File: src/rtl/fetch_pkg.sv
// Shared types and constants for the fetch front end: the buffered entry format
// and the instruction-length increments used to advance the fetch PC.
package fetch_pkg;

   typedef struct packed {
      logic [63:0] pc;
      logic [31:0] inst;
      logic        compressed;
   } fetch_entry_t;

   localparam logic [63:0] RESET_PC_DEFAULT = 64'h0000_0000_0000_1000;
   localparam logic [63:0] INST_LEN_C       = 64'd2;
   localparam logic [63:0] INST_LEN_W       = 64'd4;

   // Compressed instructions carry only inst[15:0]; the cache's upper half is junk.
   function automatic logic [31:0] normalize_inst(input logic compressed, input logic [31:0] raw);
      return compressed ? {16'h0000, raw[15:0]} : raw;
   endfunction

endpackage

File: src/rtl/fetch_fifo.sv
// Synchronous FIFO of fetch entries with flush, first-word fall-through head
// and a registered occupancy count from which full/empty are derived.
module fetch_fifo
   import fetch_pkg::*;
#(
   parameter int DEPTH = 4
) (
   input  logic                     clk,
   input  logic                     rst_n,
   input  logic                     flush_i,
   input  logic                     push_i,
   input  fetch_entry_t             push_data_i,
   input  logic                     pop_i,
   output fetch_entry_t             head_o,
   output logic [$clog2(DEPTH):0]   level_o,
   output logic                     full_o,
   output logic                     empty_o
);

   localparam int AW = $clog2(DEPTH);
   localparam logic [AW:0] FULL_LVL = DEPTH[AW:0];

   fetch_entry_t  mem_q [DEPTH];
   logic [AW-1:0] wr_ptr_q, wr_ptr_d;
   logic [AW-1:0] rd_ptr_q, rd_ptr_d;
   logic [AW:0]   level_q, level_d;
   logic          push_ok, pop_ok;

   assign full_o  = (level_q == FULL_LVL);
   assign empty_o = (level_q == '0);
   assign level_o = level_q;
   assign head_o  = mem_q[rd_ptr_q];

   // Flush wins over everything; pointers wrap naturally since DEPTH is a power of two.
   always_comb begin
      push_ok  = push_i & ~full_o & ~flush_i;
      pop_ok   = pop_i & ~empty_o & ~flush_i;
      wr_ptr_d = wr_ptr_q;
      rd_ptr_d = rd_ptr_q;
      level_d  = level_q;
      if (flush_i) begin
         wr_ptr_d = '0;
         rd_ptr_d = '0;
         level_d  = '0;
      end else begin
         if (push_ok) wr_ptr_d = wr_ptr_q + 1'b1;
         if (pop_ok)  rd_ptr_d = rd_ptr_q + 1'b1;
         case ({push_ok, pop_ok})
            2'b10:   level_d = level_q + 1'b1;
            2'b01:   level_d = level_q - 1'b1;
            default: level_d = level_q;
         endcase
      end
   end

   always_ff @(posedge clk or negedge rst_n) begin
      if (!rst_n) begin
         wr_ptr_q <= '0;
         rd_ptr_q <= '0;
         level_q  <= '0;
      end else begin
         wr_ptr_q <= wr_ptr_d;
         rd_ptr_q <= rd_ptr_d;
         level_q  <= level_d;
      end
   end

   always_ff @(posedge clk) begin
      if (push_ok) mem_q[wr_ptr_q] <= push_data_i;
   end

endmodule

File: src/rtl/fetch_queue.sv
// Fetch front end: owns the fetch PC, captures cache hits into a small FIFO
// and restarts from the execute-stage target on redirect.
module fetch_queue
   import fetch_pkg::*;
#(
   parameter int          DEPTH    = 4,
   parameter logic [63:0] RESET_PC = RESET_PC_DEFAULT
) (
   input  logic                   clk,
   input  logic                   rst_n,
   output logic [63:0]            pc,
   input  logic                   inst_valid,
   input  logic                   inst_compressed,
   input  logic [31:0]            inst,
   input  logic                   redirect,
   input  logic [63:0]            redirect_pc,
   output logic                   out_valid,
   input  logic                   out_ready,
   output logic [63:0]            out_pc,
   output logic [31:0]            out_inst,
   output logic                   out_compressed,
   output logic [$clog2(DEPTH):0] level
);

   logic [63:0]  pc_q, pc_d;
   logic         push, pop, full, empty;
   fetch_entry_t push_entry, head;

   // Decode handshake: a transfer happens on a cycle where out_valid and out_ready
   // are both high at the clock edge; out_valid never depends on out_ready, and the
   // head stays stable until it is accepted or a redirect flushes the buffer.
   always_comb begin
      push       = inst_valid & ~full & ~redirect;
      pop        = ~empty & out_ready & ~redirect;
      push_entry = '{pc: pc_q,
                     inst: normalize_inst(inst_compressed, inst),
                     compressed: inst_compressed};
      pc_d       = pc_q;
      if (redirect)
         pc_d = redirect_pc & ~64'd1;
      else if (push)
         pc_d = pc_q + (inst_compressed ? INST_LEN_C : INST_LEN_W);
   end

   // PC only moves at an edge, so the cache sees it stable through a miss.
   always_ff @(posedge clk or negedge rst_n) begin
      if (!rst_n) pc_q <= RESET_PC;
      else        pc_q <= pc_d;
   end

   fetch_fifo #(.DEPTH(DEPTH)) u_fifo (
      .clk         (clk),
      .rst_n       (rst_n),
      .flush_i     (redirect),
      .push_i      (push),
      .push_data_i (push_entry),
      .pop_i       (pop),
      .head_o      (head),
      .level_o     (level),
      .full_o      (full),
      .empty_o     (empty)
   );

   assign pc             = pc_q;
   assign out_valid      = ~empty;
   assign out_pc         = head.pc;
   assign out_inst       = head.inst;
   assign out_compressed = head.compressed;

endmodule

File: config.mk
export PLATFORM = sky130hd
export DESIGN_NAME = fetch_queue
export DESIGN_NICKNAME = d
export VERILOG_FILES = /design/src/rtl/fetch_pkg.sv /design/src/rtl/fetch_fifo.sv /design/src/rtl/fetch_queue.sv
export SDC_FILE = /design/constraint.sdc
export NUM_CORES = 1
export LEC_CHECK = 0
export BUFFER_PORTS_ARGS = -buffer_cell sky130_fd_sc_hd__buf_2
export CORE_UTILIZATION = 35
export CTS_CLUSTER_SIZE = 25
export DETAILED_ROUTE_END_ITERATION = 7
export GPL_ROUTABILITY_DRIVEN = 0
export PLACE_DENSITY_LB_ADDON = 0.25
export SYNTH_ARGS = -nofsm -noshare
export SYNTH_HDL_FRONTEND = slang
export SYNTH_HIERARCHICAL = 1
export SYNTH_SLANG_ARGS = --single-unit
File: constraint.sdc
create_clock -name clk -period 4.1 [get_ports clk]
set_input_delay 0.205 -clock clk [delete_from_list [all_inputs] [get_ports clk]]
set_output_delay 0.205 -clock clk [all_outputs]
set_load 0.03 [all_outputs]
# Yosys cells after proc, flatten, opt, wreduce, memory -nomap -nowiden
# Memory sizes are Yosys's and may differ from the RTL's.
# Index checks and enable logic that the tools add are counted.
dict set report word_totals {
  input_bits 102
  out_inout_bits 165
  memories 1
  mem_bits_rw 388
  word_cells 41
  regBits 71
}
# memory depth width read_ports rd_ports_with_merged_regs write_ports line_no
set memory_table {}
lappend memory_table {u_fifo.mem_q 4 97 1 0 1 fetch_fifo.sv:23} ;# fetch_entry_t mem_q [DEPTH];
dict set report classes {
  muxes 12
  bitwise_logic 11
  n_reduce_logical 5
  eq_ne 3
  n_addsub 5
}
# op n
set ops {}
lappend ops {{two-way mux 64 bit} 2}
lappend ops {{adder 64 x 3 -> 64 bit} 1}
lappend ops {{two-way mux 32 bit} 1}
lappend ops {{bitwise AND 1 bit} 8}
lappend ops {{two-way mux 2 bit} 4}
lappend ops {{two-way mux 3 bit} 2}
lappend ops {{one-hot mux 3 bit (2 select lines)} 1}
lappend ops {{nonzero test 2 bit} 3}
lappend ops {{adder 2 x 1 -> 2 bit, second input constant} 2}
lappend ops {{adder 3 x 1 -> 3 bit, second input constant} 1}
lappend ops {{== test 3 bit, second input constant} 1}
lappend ops {{logical NOT 3 bit} 1}
lappend ops {{inverter 1 bit} 3}
lappend ops {{nonzero test 3 bit} 1}
lappend ops {{subtractor 3 x 1 -> 3 bit, second input constant} 1}
lappend ops {{== test 2 x 1 -> 1 bit, second input constant} 1}
lappend ops {{== test 2 bit, second input constant} 1}
lappend ops {{two-way mux 1 bit} 2}

# Depth between registers and ports, before layout
# Gate-level depths: netlist of run 1.
dict set report depth {
  ltp_word 9
  depth_mapped 14
  ltp_nobuf 11
}

# Hierarchy
# Netlist of run 1, hierarchy kept.
# mod n_inst area_each_um2 cells_each seq_area_each_um2
set modules_own_cells {}
lappend modules_own_cells {fetch_fifo 1 14537.7 571 11826.3}
lappend modules_own_cells {fetch_queue 1 4307.9 527 1577.8}

# Worst setup path after synthesis of run 1
# No wires, ideal clock.
dict set report synth_timing {
  path_kind {register to register}
  startpoint {register u_fifo.level_q[1] (netlist: u_fifo/level_o[1])}
  endpoint {memory u_fifo/mem_q[0][0] in the netlist's numbering, enable pin}
  setup_ns 0.467
  setup_slack_ns -0.464
  path_buffers 2
  period_less_slack_ns 4.564
  arrival_time_ns 4.097
  path_stages_with_launch 9
  t_required_ns 3.633
  path_cell_list {dfrtp_1 > nand2b_1 > nor2_1 > nand2b_1 > clkbuf_1 > nor2_1 > buf_2 > nor3b_1 > and2_1}
}
dict set report synth_via {
  elab_chain_cells 8
}
# element line_no
set synth_rtl {}
lappend synth_rtl {{start: declaration} fetch_fifo.sv:26} ;# logic [AW:0] level_q, level_d;
lappend synth_rtl {{start signal: assignment} fetch_fifo.sv:64} ;# level_q <= level_d;
lappend synth_rtl {{== test 3 bit} fetch_fifo.sv:29} ;# assign full_o = (level_q == FULL_LVL);
lappend synth_rtl {{net full} fetch_queue.sv:26} ;# logic push, pop, full, empty;
lappend synth_rtl {{inverter 1 bit} fetch_queue.sv:33} ;# push = inst_valid & ~full & ~redirect;
lappend synth_rtl {{bitwise AND 1 bit (2 in a row)} fetch_queue.sv:33}
lappend synth_rtl {{net push} fetch_queue.sv:26}
lappend synth_rtl {{bitwise AND 1 bit (2 in a row)} fetch_fifo.sv:36} ;# push_ok = push_i & ~full_o & ~flush_i;
lappend synth_rtl {{two-way mux 1 bit} fetch_fifo.sv:69} ;# if (push_ok) mem_q[wr_ptr_q] <= push_data_i;
lappend synth_rtl {{two-way mux 1 bit (implied by the code)} fetch_fifo.sv:69}
lappend synth_rtl {{end: declaration} fetch_fifo.sv:23}
# The timed path passes the listed nets, and every way through them passes these cells.

# Final worst setup path of run 1
dict set report layout_timing {
  startpoint {register u_fifo.level_q[1] (netlist: u_fifo/level_o[1])}
  endpoint {register pc_q[37] (netlist: pc[37])}
}
dict set report layout_via {
  elab_chain_cells 5
}
# element line_no
set layout_rtl {}
lappend layout_rtl {{== test 3 bit} fetch_fifo.sv:29}
lappend layout_rtl {{net full} fetch_queue.sv:26}
lappend layout_rtl {{inverter 1 bit} fetch_queue.sv:33}
lappend layout_rtl {{bitwise AND 1 bit (2 in a row)} fetch_queue.sv:33}
lappend layout_rtl {{nonzero test 2 bit (no source line)} -}
lappend layout_rtl {{end signal: assignment} fetch_queue.sv:48} ;# else pc_q <= pc_d;
lappend layout_rtl {{end: declaration} fetch_queue.sv:25} ;# logic [63:0] pc_q, pc_d;
# The timed path passes the listed nets, and every way through them passes these cells.
# A chain may end at the register's enable or synchronous reset.

==> impl_metrics.toml, run 1 <==
[outcome]
status = "finished, violations left"
violations = "design-rule violations"

[power_and_ir_drop]
leakage_nw = 7.92
peakVddDrop_mv = 0.271
powerDensity_mw_per_mm2 = 456

[synthesis]
yosysMostFrequentCell = "edfxtp_1"
yosysTopAreaCellShare_pct = 61.8
ys_top_cells_by_area = "edfxtp_1 62%, mux4_2 12%, dfrtp_1 9.2%"
syn_area_per_cell_um2 = 17.2
synth_ff_type = "edfxtp_1"
syn_area_mm2 = 0.0188
ys.warnings.count = 6
yosysSeqAreaShare_pct = 71.1
synth_common_cells = "388 x edfxtp_1, 97 x mux4_2, 73 x buf_4"
synthArstFlopShare_pct = 15.3
synth_area_leader_cell = "edfxtp_1"
synth_edf_count = 388
synth-seq-cells = 458
yosys.cell_types.count = 55
syn_inst = 1098

[sta]
hold_ws_ns = 0.0550
min_period_over_period_pct = 87.3
post-route-min-period_ns = 3.58
hold_viol_final = 0
relSlewSlack_pct = 27.1
setup_viol = 0
setup_tns_ns = 0
max_freq_mhz = 279
rsz0062_at_grt = "false"
slew_viol_final = 0
fin_skew_ns = 0.0199
worstMarginPinSlew_ns = 1.08

[cts]
insertion_delay_ns = 0.58
post_cts_resized = 0
cts_tree = "done"
path_clk_slew_ns = 0.06
numCtsBuffers = 50
root_buffer = "clkbuf_16"
cts.sinks = 458
htree_levels = 2
ctsLongestPathBuffers = 3
cts_setup_buffers = 0

[floorplan]
start_util_pct = 35.6
rows = 84
die_height_um = 234
die_w_um = 234
ios = 267
coreArea_mm2 = 0.0529
dieArea_mm2 = 0.0548

[setup_path]
cp.required_ns = 4.61
critPathMaxFanout = 27
cp-start-kind = "flop"
cp-end-kind = "flop"
arrival_ns = 4.09
crit_type = "reg -> reg"

[global_routing]
grt_max_degree = 59
antenna_found_initial = 1
grt_pass1_vias = 10780
overflow = 0
track_usage_pct = 16.7
grt_pass1_wl_um = 67900

[finish]
fin_nets = 1517
layout-drive-gt1-share_pct = 32.5
nFillCells = 4733
syn_to_final_growth_pct = 22.5

[min_path]
hp-class = "in -> reg"

[placement]
dp_hpwl_um = 28300
port_buffers = 264

[routing]
dr.pass1.iters = 8
drcViolationCount = 30
vias_per_cell = 5.02
via_count = 10713
ant_nets = 0
finalWirelength_um = 45700
drt_iter0_drc = 587
wire_per_inst_um = 21.4

[job]
cap_violations = 0
[repair_timing]
item | in CTS | in global routing
endpoints found under the hold margin | 173 | 0
endpoints found under the setup margin | 0 | 0
hold buffers | 85 | 0
[sequential cells by signal, indices dropped and copies added, names as in the netlist]
signal and count:
u_fifo/level_o 3, u_fifo/wr_ptr_q 2, u_fifo/rd_ptr_q 2, u_fifo/mem_q 388, pc 63
[layer usage]
metal | part of all wire [%] | global-route usage [%]
met1 | 44 | 23.2
met2 | 49 | 26.6
met3 | 5.9 | 3.65
met4 | 1.7 | 4.04
met5 | 0 | 0
[layout by cell type, fill, tap and decap left out, types with 21 or more instances in the layout]
master,n
xnor2_1,29
clkbuf_16,51
mux4_2,97
nand2_1,62
nand3_1,21
buf_2,263
a31oi_1,25
dlygate4sd3_1,85
o21ai_0,58
edfxtp_1,388
dfrtp_1,67
nor2_1,41
[kinds of logic (layout without fill, tap and decap cells)]
family                     count (synthesis)  after routing  synth area share [%]
DFF                                      458            458                  71.1
adders and majority gates                  8              8                 0.611
AOI/OAI and AO/OA                        106            106                  3.24
buffers and inverters                    139            480                  4.48
xor gates and xnor gates                  38             38                  1.77
other                                      1              7                0.0199
muxes                                    100            100                  11.8
and+or+nand+nor                          248            248                  7.00
[where the power goes]
| part | internal (W) | switching (W) |
|---|---|---|
| logic | 0.000286 | 0.000476 |
| registers | 0.00521 | 0.000169 |
| clock network | 0.00260 | 0.00178 |
[critical path, cell delays in order, from the launching register on]
cell and delay (ns):
dfrtp_1 0.53, nand2b_1 0.20, nor2_1 0.06, nand2b_1 0.34, or4b_1 0.58, buf_4 0.21
or4_1 0.47, buf_4 0.25, xnor2_1 0.15, o21ai_0 0.14, dlygate4sd3_1 0.56
[cell type report]
class                           count  area [um^2]  share of cell area (%)
Sequential cell                   458        13400                    58.1
Multi-Input combinational cell    505         4620                    20.0
Timing Repair Buffer              376         2530                    10.9
Clock buffer                       69         1420                    6.17
Tap cell                          688          861                    3.73
Clock inverter                     19          174                   0.753
Inverter                           16         60.1                   0.260
Antenna cell                        2         5.00                  0.0217
[per-stage QoR]
step	cell area [um^2]	utilization, %	std cells	worst slack, ns	power [W]
2_1_floorplan	18900	-	1102	0.602	0.00594
3_3_place_gp	20600	39.0	1958	0.656	0.00617
3_5_place_dp	20600	39.0	1958	0.561	0.00618
4_1_cts	23100	43.7	2131	0.488	0.0107
6_report	23100	43.7	2133	0.520	0.0105
5_1_grt	23100	43.7	2131	0.279	0.0109
[final timing paths]
| path | cells after the start | start | to | slack [ns] |
|---|---|---|---|---|
| setup / recovery | 10 | u_fifo/level_o[1]$_DFFE_PN0P_ | pc[37]$_DFFE_PN0N_ | 0.52 |
| hold / removal | 2 | inst[20] | u_fifo/mem_q[3][21]$_DFFE_PP_ | 0.05 |
| setup reg to reg | 10 | u_fifo/level_o[1]$_DFFE_PN0P_ | pc[37]$_DFFE_PN0N_ | 0.52 |
| hold reg to reg | 0 | pc[1]$_DFFE_PN0N_ | u_fifo/mem_q[3][34]$_DFFE_PP_ | 0.58 |
| max in group asynchronous | 3 | rst_n | u_fifo/rd_ptr_q[1]$_DFFE_PN0P_ | 2.94 |
| min in group asynchronous | 2 | rst_n | pc[11]$_DFFE_PN0N_ | 0.20 |
Note: power is estimated with default switching activity, not from simulation.
==> inputs of run 2 (changes only) <==
--- a/config.mk
+++ b/config.mk
@@ -10,6 +10,7 @@
 export CTS_CLUSTER_SIZE = 25
 export DETAILED_ROUTE_END_ITERATION = 7
 export GPL_ROUTABILITY_DRIVEN = 0
+export MAX_ROUTING_LAYER = met4
 export PLACE_DENSITY_LB_ADDON = 0.25
 export SYNTH_ARGS = -nofsm -noshare
 export SYNTH_HDL_FRONTEND = slang
==> impl_metrics.toml, run 2 (synthesized netlist as in run 1, its figures left out) <==
[finish]
top_register = "u_fifo/mem_q"
layout-drive-gt1-share_pct = 32.5
multiInputGateArea_mm2 = 0.00462
fin_area_mm2 = 0.0231
syn_to_final_growth_pct = 22.5
largest_reg_flops = 388
regArea_mm2 = 0.0134
fin_nets = 1517
final_common_cell = "edfxtp_1"
final_cell_mix = "388 x edfxtp_1, 263 x buf_2, 97 x mux4_2, 85 x dlygate4sd3_1, 67 x dfrtp_1"
nFillCells = 4733

[setup_path]
cp-startpoint = "u_fifo/level_o[1]$_DFFE_PN0P_"
cp-start-kind = "flop"
cpLargestDelayFamily = "simple AND/OR/NAND/NOR gates"
worst_r2r_startpoint = "u_fifo/level_o[1]$_DFFE_PN0P_"
crit_buf_inv = 3
cp.required_ns = 4.61
crit_type = "reg -> reg"
max_stage_delay_ns = 0.58
arrival_ns = 4.09
slowest_stage = "or4b_1"
critPathMaxFanout = 27
cp-end-kind = "flop"
crit_chain = "nand2b_1 > nor2_1 > nand2b_1 > or4b_1 > buf_4 > or4_1 > buf_4 > xnor2_1 > o21ai_0 > dlygate4sd3_1"

[cts]
cts_hold_buf = 85
cts_tree = "done"
root_buffer = "clkbuf_16"
post_cts_resized = 0
insertion_delay_ns = 0.58
ctsLongestPathBuffers = 3
cts_setup_buffers = 0
cts.sinks = 458
htree_levels = 2
numCtsBuffers = 50
path_clk_slew_ns = 0.06

[power_and_ir_drop]
switching_share_pct = 23.0
power.clock.fraction_pct = 41.6
p_int_w = 0.00809
pwr-share-comb_pct = 7.2
power_frac_seq_pct = 51.1
p_sw_w = 0.00242
peakVddDrop_mv = 0.271
leakage_nw = 7.92
powerDensity_mw_per_mm2 = 456

[placement]
dp_hpwl_um = 28300
port_buffers = 264
placed_area_mm2 = 0.0206
place_ws_ns = 0.561

[routing]
vias_per_cell = 5.01
ant_nets = 0
drcViolationCount = 30
wire_per_inst_um = 21.4
via_count = 10695
dr.pass1.iters = 7
finalWirelength_um = 45600
drt_iter0_drc = 682

[min_path]
hp-start = "inst[20]"
hp-class = "in -> reg"

[outcome]
status = "finished, violations left"
violations = "design-rule violations"

[global_routing]
grt_max_degree = 59
grt_pass1_wl_um = 67900
overflow = 0
grt_pass1_vias = 10751
antenna_found_initial = 1
track_usage_pct = 17.2

[sta]
max_freq_mhz = 280
hold_viol_final = 0
min_period_over_period_pct = 87.2
setup_tns_ns = 0
setup_viol = 0
slew_viol_final = 0
fin_skew_ns = 0.0209
hold_ws_ns = 0.0555
rsz0062_at_grt = "false"
worstMarginPinSlew_ns = 1.09
relSlewSlack_pct = 26.5
worst_slack_ns = 0.525
post-route-min-period_ns = 3.57

[floorplan]
coreArea_mm2 = 0.0529
dieArea_mm2 = 0.0548
rows = 84
start_util_pct = 35.6
die_w_um = 234
die_height_um = 234
ios = 267

[job]
cap_violations = 0
## run 2: cell counts in the layout (fill, tap and decap cells not counted)
No cell type changed its count.
## run 2: worst paths after layout
check                                                      end  slack (ns)  cells after the start
worst max-delay path                        pc[37]$_DFFE_PN0N_        0.53                     10
worst min-delay path             u_fifo/mem_q[3][21]$_DFFE_PP_        0.06                      2
worst max register to register              pc[37]$_DFFE_PN0N_        0.53                     10
worst min register to register   u_fifo/mem_q[3][34]$_DFFE_PP_        0.58                      0
max in group asynchronous       u_fifo/rd_ptr_q[1]$_DFFE_PN0P_        2.93                      3
min in group asynchronous                    pc[9]$_DFFE_PN0N_        0.20                      2
## run 2: layout make-up
type                       instances  share of cell area, %
antenna                            2                 0.0217
inverter                          16                  0.260
tap                              688                   3.73
multi-input combinational        505                   20.0
sequential                       458                   58.1
clock buffer                      69                   6.17
clock inverter                    19                  0.753
timing repair buffer             376                   10.9
## run 2: metal layers
metal  vias up  GRT usage [%]  share of wire, %
li1       4865              -                 -
met1      5508           23.3                44
met2       264           26.6                48
met3        58           3.53               5.7
met4         0           4.04               1.7
met5         -              -                 0
## run 2: through the flow
stage	cells	power, W	utilization (%)
finish	2133	0.0105	43.7
global route	2132	0.0109	43.7
CTS	2131	0.0107	43.7
detailed placement	1958	0.00618	39.0
global placement	1958	0.00617	39.0
floorplan	1102	0.00594	-
## run 2: power groups by stage
stage               Sequential, W  Combinational, W  Clock, W
floorplan                 0.00541          0.000529         0
global placement          0.00546          0.000702         0
detailed placement        0.00548          0.000706         0
CTS                       0.00538          0.000774   0.00451
global route              0.00540          0.000825   0.00469
finish                    0.00538          0.000762   0.00438
